$ cat src/rtl/taxi_gmii_rx_ctrl_if.sv
// Control/status bundle between taxi_gmii_rx_ctrl and its surroundings.
// The slave side is the controller; the master side is software plus receiver monitors.
interface taxi_gmii_rx_ctrl_if #(
    parameter int CNT_W = 32
);
    logic             cfg_enable_req;
    logic [1:0]       cfg_speed;
    logic             stat_clear;
    logic             mon_rx_dv;
    logic             mon_tvalid;
    logic             mon_tlast;
    logic             start_packet;
    logic             error_bad_frame;
    logic             error_bad_fcs;
    logic             rx_clk_enable;
    logic             rx_mii_select;
    logic             rx_cfg_rx_enable;
    logic [1:0]       sts_state;
    logic [1:0]       sts_speed;
    logic             sts_drain_to;
    logic [CNT_W-1:0] stat_frames;
    logic [CNT_W-1:0] stat_bad_frame;
    logic [CNT_W-1:0] stat_bad_fcs;

    modport slave (
        input  cfg_enable_req, cfg_speed, stat_clear, mon_rx_dv, mon_tvalid, mon_tlast,
        input  start_packet, error_bad_frame, error_bad_fcs,
        output rx_clk_enable, rx_mii_select, rx_cfg_rx_enable, sts_state, sts_speed,
        output sts_drain_to, stat_frames, stat_bad_frame, stat_bad_fcs
    );

    modport master (
        output cfg_enable_req, cfg_speed, stat_clear, mon_rx_dv, mon_tvalid, mon_tlast,
        output start_packet, error_bad_frame, error_bad_fcs,
        input  rx_clk_enable, rx_mii_select, rx_cfg_rx_enable, sts_state, sts_speed,
        input  sts_drain_to, stat_frames, stat_bad_frame, stat_bad_fcs
    );
endinterface

$ cat src/rtl/taxi_gmii_rx_ctrl.sv
// GMII receiver sequencer: clock-enable divider, frame-boundary enable/speed sequencing
// and saturating receive statistics.
//
// state      | meaning
// DISABLED   | receiver off; pending speed changes are applied here
// WAIT_IDLE  | waiting for IDLE_GAP consecutive idle strobes before enabling
// ACTIVE     | receiver enabled
// DRAIN      | disable requested mid-frame; waiting for frame end or timeout
module taxi_gmii_rx_ctrl #(
    parameter int CNT_W         = 32,
    parameter int IDLE_GAP      = 8,
    parameter int DRAIN_TIMEOUT = 4096
) (
    input  logic                  clk,
    input  logic                  rst_n,
    taxi_gmii_rx_ctrl_if.slave    bus
);
    typedef enum logic [1:0] {
        ST_DISABLED  = 2'd0,
        ST_WAIT_IDLE = 2'd1,
        ST_ACTIVE    = 2'd2,
        ST_DRAIN     = 2'd3
    } state_t;

    localparam int IDLE_W  = $clog2(IDLE_GAP + 1);
    localparam int DRAIN_W = $clog2(DRAIN_TIMEOUT + 1);
    localparam logic [IDLE_W-1:0]  IDLE_LAST  = IDLE_W'(IDLE_GAP - 1);
    localparam logic [DRAIN_W-1:0] DRAIN_LAST = DRAIN_W'(DRAIN_TIMEOUT - 1);
    localparam logic [CNT_W-1:0]   CNT_MAX    = '1;

    state_t             r_state;
    logic [IDLE_W-1:0]  r_idle_cnt;
    logic [DRAIN_W-1:0] r_drain_cnt;
    logic               r_rx_en;
    logic               r_drain_to;
    logic               r_in_frame;
    logic [5:0]         r_div_cnt;
    logic               r_clk_en;
    logic [1:0]         r_speed;
    logic               r_mii_sel;
    logic [CNT_W-1:0]   r_frames;
    logic [CNT_W-1:0]   r_bad_frame;
    logic [CNT_W-1:0]   r_bad_fcs;

    logic [1:0] w_cfg_speed;
    logic       w_mismatch;
    logic       w_apply;
    logic       w_frame_end;
    logic       w_stop;
    logic [5:0] w_reload;

    assign w_cfg_speed = (bus.cfg_speed == 2'd3) ? 2'd2 : bus.cfg_speed;
    assign w_mismatch  = (w_cfg_speed != r_speed);
    assign w_apply     = w_mismatch && (r_state == ST_DISABLED || r_state == ST_WAIT_IDLE);
    assign w_frame_end = bus.mon_tvalid & bus.mon_tlast;
    assign w_stop      = !bus.cfg_enable_req || w_mismatch;

    always_comb begin
        case (r_speed)
            2'd0:    w_reload = 6'd49;
            2'd1:    w_reload = 6'd4;
            default: w_reload = 6'd0;
        endcase
    end

    // Strobe output lags the counter by one register so every output stays registered.
    always_ff @(posedge clk or negedge rst_n) begin
        if (!rst_n) begin
            r_div_cnt <= '0;
            r_clk_en  <= 1'b0;
            r_speed   <= 2'd2;
            r_mii_sel <= 1'b0;
        end else if (w_apply) begin
            r_speed   <= w_cfg_speed;
            r_mii_sel <= (w_cfg_speed != 2'd2);
            r_div_cnt <= '0;
            r_clk_en  <= 1'b0;
        end else begin
            r_clk_en  <= (r_div_cnt == 6'd0);
            r_div_cnt <= (r_div_cnt == 6'd0) ? w_reload : r_div_cnt - 6'd1;
        end
    end

    always_ff @(posedge clk or negedge rst_n) begin
        if (!rst_n) begin
            r_state     <= ST_DISABLED;
            r_idle_cnt  <= '0;
            r_drain_cnt <= '0;
            r_rx_en     <= 1'b0;
            r_drain_to  <= 1'b0;
            r_in_frame  <= 1'b0;
        end else begin
            r_drain_to <= 1'b0;
            if (bus.start_packet)
                r_in_frame <= 1'b1;
            else if (w_frame_end)
                r_in_frame <= 1'b0;

            case (r_state)
                ST_DISABLED: begin
                    if (bus.cfg_enable_req && !w_mismatch) begin
                        r_state    <= ST_WAIT_IDLE;
                        r_idle_cnt <= '0;
                    end
                end
                ST_WAIT_IDLE: begin
                    if (!bus.cfg_enable_req) begin
                        r_state <= ST_DISABLED;
                    end else if (w_mismatch) begin
                        r_idle_cnt <= '0;
                    end else if (r_clk_en) begin
                        if (bus.mon_rx_dv) begin
                            r_idle_cnt <= '0;
                        end else if (r_idle_cnt == IDLE_LAST) begin
                            r_state <= ST_ACTIVE;
                            r_rx_en <= 1'b1;
                        end else begin
                            r_idle_cnt <= r_idle_cnt + 1'b1;
                        end
                    end
                end
                ST_ACTIVE: begin
                    if (w_stop) begin
                        if (r_in_frame) begin
                            r_state     <= ST_DRAIN;
                            r_drain_cnt <= '0;
                        end else begin
                            r_state <= ST_DISABLED;
                            r_rx_en <= 1'b0;
                        end
                    end
                end
                ST_DRAIN: begin
                    if (w_frame_end) begin
                        r_state <= ST_DISABLED;
                        r_rx_en <= 1'b0;
                    end else if (r_drain_cnt == DRAIN_LAST) begin
                        r_state    <= ST_DISABLED;
                        r_rx_en    <= 1'b0;
                        r_drain_to <= 1'b1;
                    end else begin
                        r_drain_cnt <= r_drain_cnt + 1'b1;
                    end
                end
                default: begin
                    r_state <= ST_DISABLED;
                    r_rx_en <= 1'b0;
                end
            endcase
        end
    end

    always_ff @(posedge clk or negedge rst_n) begin
        if (!rst_n) begin
            r_frames    <= '0;
            r_bad_frame <= '0;
            r_bad_fcs   <= '0;
        end else if (bus.stat_clear) begin
            r_frames    <= '0;
            r_bad_frame <= '0;
            r_bad_fcs   <= '0;
        end else begin
            if (w_frame_end && r_frames != CNT_MAX)
                r_frames <= r_frames + 1'b1;
            if (bus.error_bad_frame && r_bad_frame != CNT_MAX)
                r_bad_frame <= r_bad_frame + 1'b1;
            if (bus.error_bad_fcs && r_bad_fcs != CNT_MAX)
                r_bad_fcs <= r_bad_fcs + 1'b1;
        end
    end

    assign bus.rx_clk_enable    = r_clk_en;
    assign bus.rx_mii_select    = r_mii_sel;
    assign bus.rx_cfg_rx_enable = r_rx_en;
    assign bus.sts_state        = r_state;
    assign bus.sts_speed        = r_speed;
    assign bus.sts_drain_to     = r_drain_to;
    assign bus.stat_frames      = r_frames;
    assign bus.stat_bad_frame   = r_bad_frame;
    assign bus.stat_bad_fcs     = r_bad_fcs;
endmodule
$ cat src/flat_wrapper.sv
// flat-port wrapper written by rule: the top's interface ports become plain ports
module taxi_gmii_rx_ctrl_flat 
#(
    parameter int CNT_W         = 32,
    parameter int IDLE_GAP      = 8,
    parameter int DRAIN_TIMEOUT = 4096
)
  (clk, rst_n, bus_cfg_enable_req, bus_cfg_speed, bus_stat_clear, bus_mon_rx_dv, bus_mon_tvalid, bus_mon_tlast, bus_start_packet, bus_error_bad_frame, bus_error_bad_fcs, bus_rx_clk_enable, bus_rx_mii_select, bus_rx_cfg_rx_enable, bus_sts_state, bus_sts_speed, bus_sts_drain_to, bus_stat_frames, bus_stat_bad_frame, bus_stat_bad_fcs);
  taxi_gmii_rx_ctrl_if #(.CNT_W(CNT_W)) bus_i ();
  input  logic clk;
  input  logic rst_n;
  input wire logic [$bits(bus_i.cfg_enable_req)-1:0] bus_cfg_enable_req;
  input wire logic [$bits(bus_i.cfg_speed)-1:0] bus_cfg_speed;
  input wire logic [$bits(bus_i.stat_clear)-1:0] bus_stat_clear;
  input wire logic [$bits(bus_i.mon_rx_dv)-1:0] bus_mon_rx_dv;
  input wire logic [$bits(bus_i.mon_tvalid)-1:0] bus_mon_tvalid;
  input wire logic [$bits(bus_i.mon_tlast)-1:0] bus_mon_tlast;
  input wire logic [$bits(bus_i.start_packet)-1:0] bus_start_packet;
  input wire logic [$bits(bus_i.error_bad_frame)-1:0] bus_error_bad_frame;
  input wire logic [$bits(bus_i.error_bad_fcs)-1:0] bus_error_bad_fcs;
  output wire logic [$bits(bus_i.rx_clk_enable)-1:0] bus_rx_clk_enable;
  output wire logic [$bits(bus_i.rx_mii_select)-1:0] bus_rx_mii_select;
  output wire logic [$bits(bus_i.rx_cfg_rx_enable)-1:0] bus_rx_cfg_rx_enable;
  output wire logic [$bits(bus_i.sts_state)-1:0] bus_sts_state;
  output wire logic [$bits(bus_i.sts_speed)-1:0] bus_sts_speed;
  output wire logic [$bits(bus_i.sts_drain_to)-1:0] bus_sts_drain_to;
  output wire logic [$bits(bus_i.stat_frames)-1:0] bus_stat_frames;
  output wire logic [$bits(bus_i.stat_bad_frame)-1:0] bus_stat_bad_frame;
  output wire logic [$bits(bus_i.stat_bad_fcs)-1:0] bus_stat_bad_fcs;
  assign bus_i.cfg_enable_req = bus_cfg_enable_req;
  assign bus_i.cfg_speed = bus_cfg_speed;
  assign bus_i.stat_clear = bus_stat_clear;
  assign bus_i.mon_rx_dv = bus_mon_rx_dv;
  assign bus_i.mon_tvalid = bus_mon_tvalid;
  assign bus_i.mon_tlast = bus_mon_tlast;
  assign bus_i.start_packet = bus_start_packet;
  assign bus_i.error_bad_frame = bus_error_bad_frame;
  assign bus_i.error_bad_fcs = bus_error_bad_fcs;
  assign bus_rx_clk_enable = bus_i.rx_clk_enable;
  assign bus_rx_mii_select = bus_i.rx_mii_select;
  assign bus_rx_cfg_rx_enable = bus_i.rx_cfg_rx_enable;
  assign bus_sts_state = bus_i.sts_state;
  assign bus_sts_speed = bus_i.sts_speed;
  assign bus_sts_drain_to = bus_i.sts_drain_to;
  assign bus_stat_frames = bus_i.stat_frames;
  assign bus_stat_bad_frame = bus_i.stat_bad_frame;
  assign bus_stat_bad_fcs = bus_i.stat_bad_fcs;
  taxi_gmii_rx_ctrl #(.CNT_W(CNT_W), .IDLE_GAP(IDLE_GAP), .DRAIN_TIMEOUT(DRAIN_TIMEOUT)) u_core (.clk(clk), .rst_n(rst_n), .bus(bus_i));
endmodule
$ cat config.mk
export PLATFORM = sky130hd
export DESIGN_NAME = taxi_gmii_rx_ctrl_flat
export DESIGN_NICKNAME = d
export VERILOG_FILES = /design/src/rtl/taxi_gmii_rx_ctrl_if.sv /design/src/rtl/taxi_gmii_rx_ctrl.sv /design/src/flat_wrapper.sv
export SDC_FILE = /design/constraint.sdc
export NUM_CORES = 1
export LEC_CHECK = 0
export BUFFER_PORTS_ARGS = -buffer_cell sky130_fd_sc_hd__clkbuf_2
export CAP_MARGIN = 20
export CORE_UTILIZATION = 30
export DETAILED_ROUTE_END_ITERATION = 16
export GPL_TIMING_DRIVEN = 1
export PLACE_DENSITY = 0.57
export SYNTH_ARGS = -nofsm -noshare
export SYNTH_HDL_FRONTEND = slang
export SYNTH_SLANG_ARGS = --single-unit
$ cat constraint.sdc
create_clock -name clk -period 3.2 [get_ports clk]
set_clock_uncertainty 0.2 [all_clocks]
set_input_delay 0.48 -clock clk [delete_from_list [all_inputs] [get_ports clk]]
set_output_delay 0.48 -clock clk [all_outputs]
set_load 0.005 [all_outputs]
# [Yosys cells after proc, flatten, opt, wreduce, memory -nomap -nowiden]
# Cells that the tools add are included.
[word_totals] ff_bits=128 output_inout_bits=104
[classes] addsub=6 eq_ne=30 muxes=49 bitwise=1 n_reduce_logical=23
[op_table] op="two-way mux 32 bit" count=6
[op_table] op="adder 32 x 1 -> 32 bit (second input constant)" count=3
[op_table] op="inequality test 32 bit (second input constant)" count=3
[op_table] op="two-way mux 13 bit" count=4
[op_table] op="one-hot mux 13 bit (2 select lines)" count=1
[op_table] op="two-way mux 4 bit" count=6
[op_table] op="two-way mux 2 bit" count=11
[op_table] op="inequality test 2 bit (second input constant)" count=9
[op_table] op="two-way mux 1 bit" count=15
[op_table] op="adder 13 x 1 -> 13 bit (second input constant)" count=1
[op_table] op="equality test 13 x 12 -> 1 bit (second input constant)" count=1
[op_table] op="two-way mux 6 bit" count=2
[op_table] op="one-hot mux 6 bit (2 select lines)" count=1
[op_table] op="nonzero test 2 bit" count=6
[op_table] op="AND reduction 5 bit" count=2
[op_table] op="inequality test 3 bit (second input constant)" count=3
[op_table] op="AND reduction 9 bit" count=1
[op_table] op="one-hot mux 2 bit (4 select lines)" count=1
[op_table] op="one-hot mux 4 bit (2 select lines)" count=1
[op_table] op="AND reduction 7 bit" count=1
[op_table] op="equality test 2 bit (second input constant)" count=3
[op_table] op="logical NOT 6 bit" count=1
[op_table] op="inequality test 2 x 1 -> 1 bit (second input constant)" count=3
[op_table] op="inequality test 3 x 1 -> 1 bit (second input constant)" count=2
[op_table] op="14 further kinds" count=22

# [Depth between registers and ports, before layout]
[depth] depth_word=7 depth_mapped=7 ltp_nobuf=7

# [Worst setup path after synthesis]
# OpenSTA, ideal clock, no wires.
[synth_path] path_kind="register -> register" from="register u_core.r_bad_frame[16], in the netlist u_core.bus.stat_bad_frame[16]" to="register u_core.r_bad_frame[21], in the netlist u_core.bus.stat_bad_frame[21]" t_arrival_ns=1.952 setup_slack_ns=0.923 path_stages_with_launch=8 period_less_slack_ns=2.277 path_cell_list="dfrtp_1 nand3_1 or4_1 buf_4 o31ai_4 buf_6 nor4_2 mux2_4"
[synth_between] elab_chain_cells=3 elab_cells_between_ends=6 classes_between="1 x add/sub; 1 x eq/ne; 2 x mux; 2 x reduce/logical"
[synth_lines] element="from (decl)" line="taxi_gmii_rx_ctrl.sv:42" rtl="logic [CNT_W-1:0] r_bad_frame;"
[synth_lines] element="from (signal assigned)" line="taxi_gmii_rx_ctrl.sv:166" rtl="r_bad_frame <= r_bad_frame + 1'b1;"
[synth_lines] element="adder 32 x 1 -> 32 bit or inequality test 32 bit (tied branches)" line="taxi_gmii_rx_ctrl.sv:166, taxi_gmii_rx_ctrl.sv:165"
[synth_lines] element="two-way mux 32 bit or logical AND 1 bit (tied branches)" line="taxi_gmii_rx_ctrl.sv:165" rtl="if (bus.error_bad_frame && r_bad_frame != CNT_MAX)"
[synth_lines] element="two-way mux 32 bit or nonzero test 2 bit (tied branches)"
# Parallel ways exist; a longest one is shown, timed or not. The select of a mux whose other input is x is not followed.
# A chain may end at the register's enable or synchronous reset.

# [Final worst setup path]
# Same ends and word-level chain as after synthesis.

==> reports/results.ini <==
[finish]
antennaDiodeCount=0
finalCoreUtilization_pct=37.7
finish.cell_count_without_fillers=1210
area_delta_synth_final_pct=22.1
layout_common_cells=127 x sky130_fd_sc_hd__dfrtp_1, 113 x sky130_fd_sc_hd__clkbuf_2, 64 x sky130_fd_sc_hd__a21oi_1
layout_commonest_cell=sky130_fd_sc_hd__dfrtp_1
drive_gt1_share_pct=21.6
fin_area_um2=8610
nets=903

[grt]
grt_antenna_before_repair=0
grt_overflow_total=0
largest_net_degree_at_the_start_of_global_routing=85
grt.total_usage_pct=16.0
grt_pass1_wl_um=30800
grt_pass1_vias=5880

[logic_synthesis]
syn-instance-count=767
synth_top_area_share_pct=45.1
post-synth-top-area-cell=sky130_fd_sc_hd__dfrtp_1
synth_seq_cells=128
yosys_warnings=0
async_flop_share_pct=100
synth_enable_flop_cells=0
count_of_different_cell_masters_after_synthesis=67
synth-seq-area-share_pct=45.4
synthesized_cell_area_um2=7050
synth_fp_nets=786
synth_top_flop_cell=sky130_fd_sc_hd__dfrtp_1
synthTopCellsByArea=sky130_fd_sc_hd__dfrtp_1 45%, sky130_fd_sc_hd__a21oi_1 4.5%, sky130_fd_sc_hd__o21ai_0 4.1%, sky130_fd_sc_hd__or3_1 4.0%, sky130_fd_sc_hd__nor2_1 3.2%
synth_area_per_cell_um2=9.20

[floorplanning]
die_width_um=155
ios=116
floorplan.die_area_um2=24100
initial_core_util_pct=30.9
die-height_um=155
fp.coreArea_um2=22800
rows=55

[placement]
gp_routability_congestion=0.766
placement.cell_area_um2=8010
hpwl_um=12900
post-place-ws_ns=0.589
place.detailed.instances=1177
port_buffers=115

[timing]
worst_hold_margin_ns=0.0389
slew_headroom_pct=36.6
fin_crit_sh_pct=81.8
grt_setup_unrepaired=no
setup-tns-final_ns=0
achievable_frequency_mhz=382
max_slew.worst_pin.slew_ns=0.947
setup_slack_ns=0.582
timing_hold_violations_final=0
final_max_slew_viol_count=0
setup_viol=0
min_period_ns=2.62

[clock_tree]
clock_sink_count=128
worstSkewPairLatency_ns=0.42
root_buffer_selected_by_cts=sky130_fd_sc_hd__clkbuf_16
tritoncts=done
post_cts.repair.setup_buffers=0
cts-hold-fix-buffers=1
clk_pin_slew_worst_paths_ns=0.07
cts-buffers-inserted=17
htree_num_levels=4
max_buffers_root_to_sink=2
cts_resized=0

[power]
pwr_density_cell_nw_per_um2=471
vdd_ir_drop_max_v=0.000327
fin_total_pwr_mw=4.06
leakagePower_nw=3.58

[worst_setup_path]
worstPathArrival_ns=2.73
worst_setup_startpoint=u_core.bus.stat_bad_frame[16]$_DFFE_PN0P_
worstReg2RegStart=u_core.bus.stat_bad_frame[16]$_DFFE_PN0P_
crit_path_max_fanout=13
cpPeakStageDelay_ns=0.74
cp_top_family=simple AND/OR/NAND/NOR gates
critPathLaunchType=flip-flop
slowest_stage=sky130_fd_sc_hd__or4_1
worstPathRequired_ns=3.31
setup.worst_path.class=flip-flop to flip-flop
critPathBufInv=0
crit_path_end_kind=flip-flop
worstPathCellList=nand3_1, or4_1, o31ai_4, nor4_2, mux2_4

[worst_hold_path]
hold_class=input pin to flip-flop
min-delay-start=bus_start_packet

[route]
vias=6377
wirelength_um=18500
drt_pass1_iterations=5
dr.first_iter.drc_count=315
routed_via_density=5.27
dr_drc_count=0
ant_nets=0
drt-wirelength-per-cell_um=15.3

[flow_run]
cap_viol_max_count=0

[run_status]
status=finished, final reports clean

[flip-flops by register name, indices dropped and copies added, names as in the netlist]
| name | count |
|---|---|
| u_core.bus.rx_cfg_rx_enable | 1 |
| u_core.bus.rx_clk_enable | 1 |
| u_core.bus.rx_mii_select | 1 |
| u_core.bus.stat_bad_fcs | 32 |
| u_core.bus.stat_bad_frame | 32 |
| u_core.bus.stat_frames | 32 |
| u_core.bus.sts_drain_to | 1 |
| u_core.bus.sts_speed | 2 |
| u_core.bus.sts_state | 2 |
| u_core.r_div_cnt | 6 |
| u_core.r_drain_cnt | 13 |
| u_core.r_idle_cnt | 4 |
| u_core.r_in_frame | 1 |
[routing by layer]
layer,GRT usage (%),vias to the layer above,part of all wire [%]
met5,0,-,0
met4,4.76,0,1.3
met3,4.32,13,4.1
met2,24.7,119,46
met1,21.7,3114,48
li1,-,3131,-
[cell families after synthesis]
kind of cell    count (synthesis)  share of synthesized area, %
simple gates                  347                          27.7
buf+inv                        48                          2.77
xor+xnor                       22                          2.73
fa+ha+maj                       7                          1.24
mux                            19                          3.05
flops                         128                          45.4
compound gates                196                          17.1
[cells in the mapped netlist (3+ instances only)]
master	number
sky130_fd_sc_hd__o311ai_0	4
sky130_fd_sc_hd__a311oi_1	3
sky130_fd_sc_hd__clkbuf_1	25
sky130_fd_sc_hd__a21boi_0	3
sky130_fd_sc_hd__a31o_2	3
sky130_fd_sc_hd__o21ai_0	58
sky130_fd_sc_hd__nor3b_1	3
sky130_fd_sc_hd__a21oi_1	64
sky130_fd_sc_hd__nor3_1	21
sky130_fd_sc_hd__xnor2_1	11
sky130_fd_sc_hd__o211ai_1	3
sky130_fd_sc_hd__or4_1	14
sky130_fd_sc_hd__a31oi_1	16
sky130_fd_sc_hd__and2_1	8
sky130_fd_sc_hd__or3_1	45
sky130_fd_sc_hd__inv_1	18
sky130_fd_sc_hd__or2_2	4
sky130_fd_sc_hd__and3_1	10
sky130_fd_sc_hd__nand3b_1	5
sky130_fd_sc_hd__nor2b_1	20
sky130_fd_sc_hd__nand3_1	40
sky130_fd_sc_hd__xor2_1	11
sky130_fd_sc_hd__o31ai_1	15
sky130_fd_sc_hd__nand2_1	50
sky130_fd_sc_hd__dfrtp_1	127
sky130_fd_sc_hd__and4_1	13
sky130_fd_sc_hd__nor2_1	61
sky130_fd_sc_hd__nor4_1	10
sky130_fd_sc_hd__nand4_1	29
sky130_fd_sc_hd__mux2_2	16
sky130_fd_sc_hd__a211oi_1	3
sky130_fd_sc_hd__ha_1	7
[power by group]
part,switching [mW],leakage (nW),total [mW],internal (mW)
logic,0.218,1.52,0.354,0.136
registers,0.0510,1.77,1.72,1.67
clock network,0.800,0.289,1.99,1.19
total,1.07,3.58,4.06,2.99
[layout make-up]
class / instances / area [um2]
Tap cell: 313 / 392
Clock inverter: 13 / 155
Multi-Input combinational cell: 591 / 3650
Inverter: 18 / 67.6
Fill cell: 2370 / 14200
Clock buffer: 19 / 443
Timing Repair Buffer: 128 / 697
Sequential cell: 128 / 3200
[final timing paths]
path	end	slack, ns	depth (start not counted)
max in group asynchronous	u_core.bus.stat_bad_fcs[18]$_DFFE_PN0P_	1.73	3
setup / recovery	u_core.bus.stat_bad_frame[21]$_DFFE_PN0P_	0.58	5
hold / removal	u_core.r_in_frame$_DFFE_PN0P_	0.04	2
min in group asynchronous	u_core.bus.stat_frames[11]$_DFFE_PN0P_	0.33	2
setup reg to reg	u_core.bus.stat_bad_frame[21]$_DFFE_PN0P_	0.58	5
hold reg to reg	u_core.bus.rx_cfg_rx_enable$_DFFE_PN0P_	0.29	1
(Power assumes the default switching activity.)
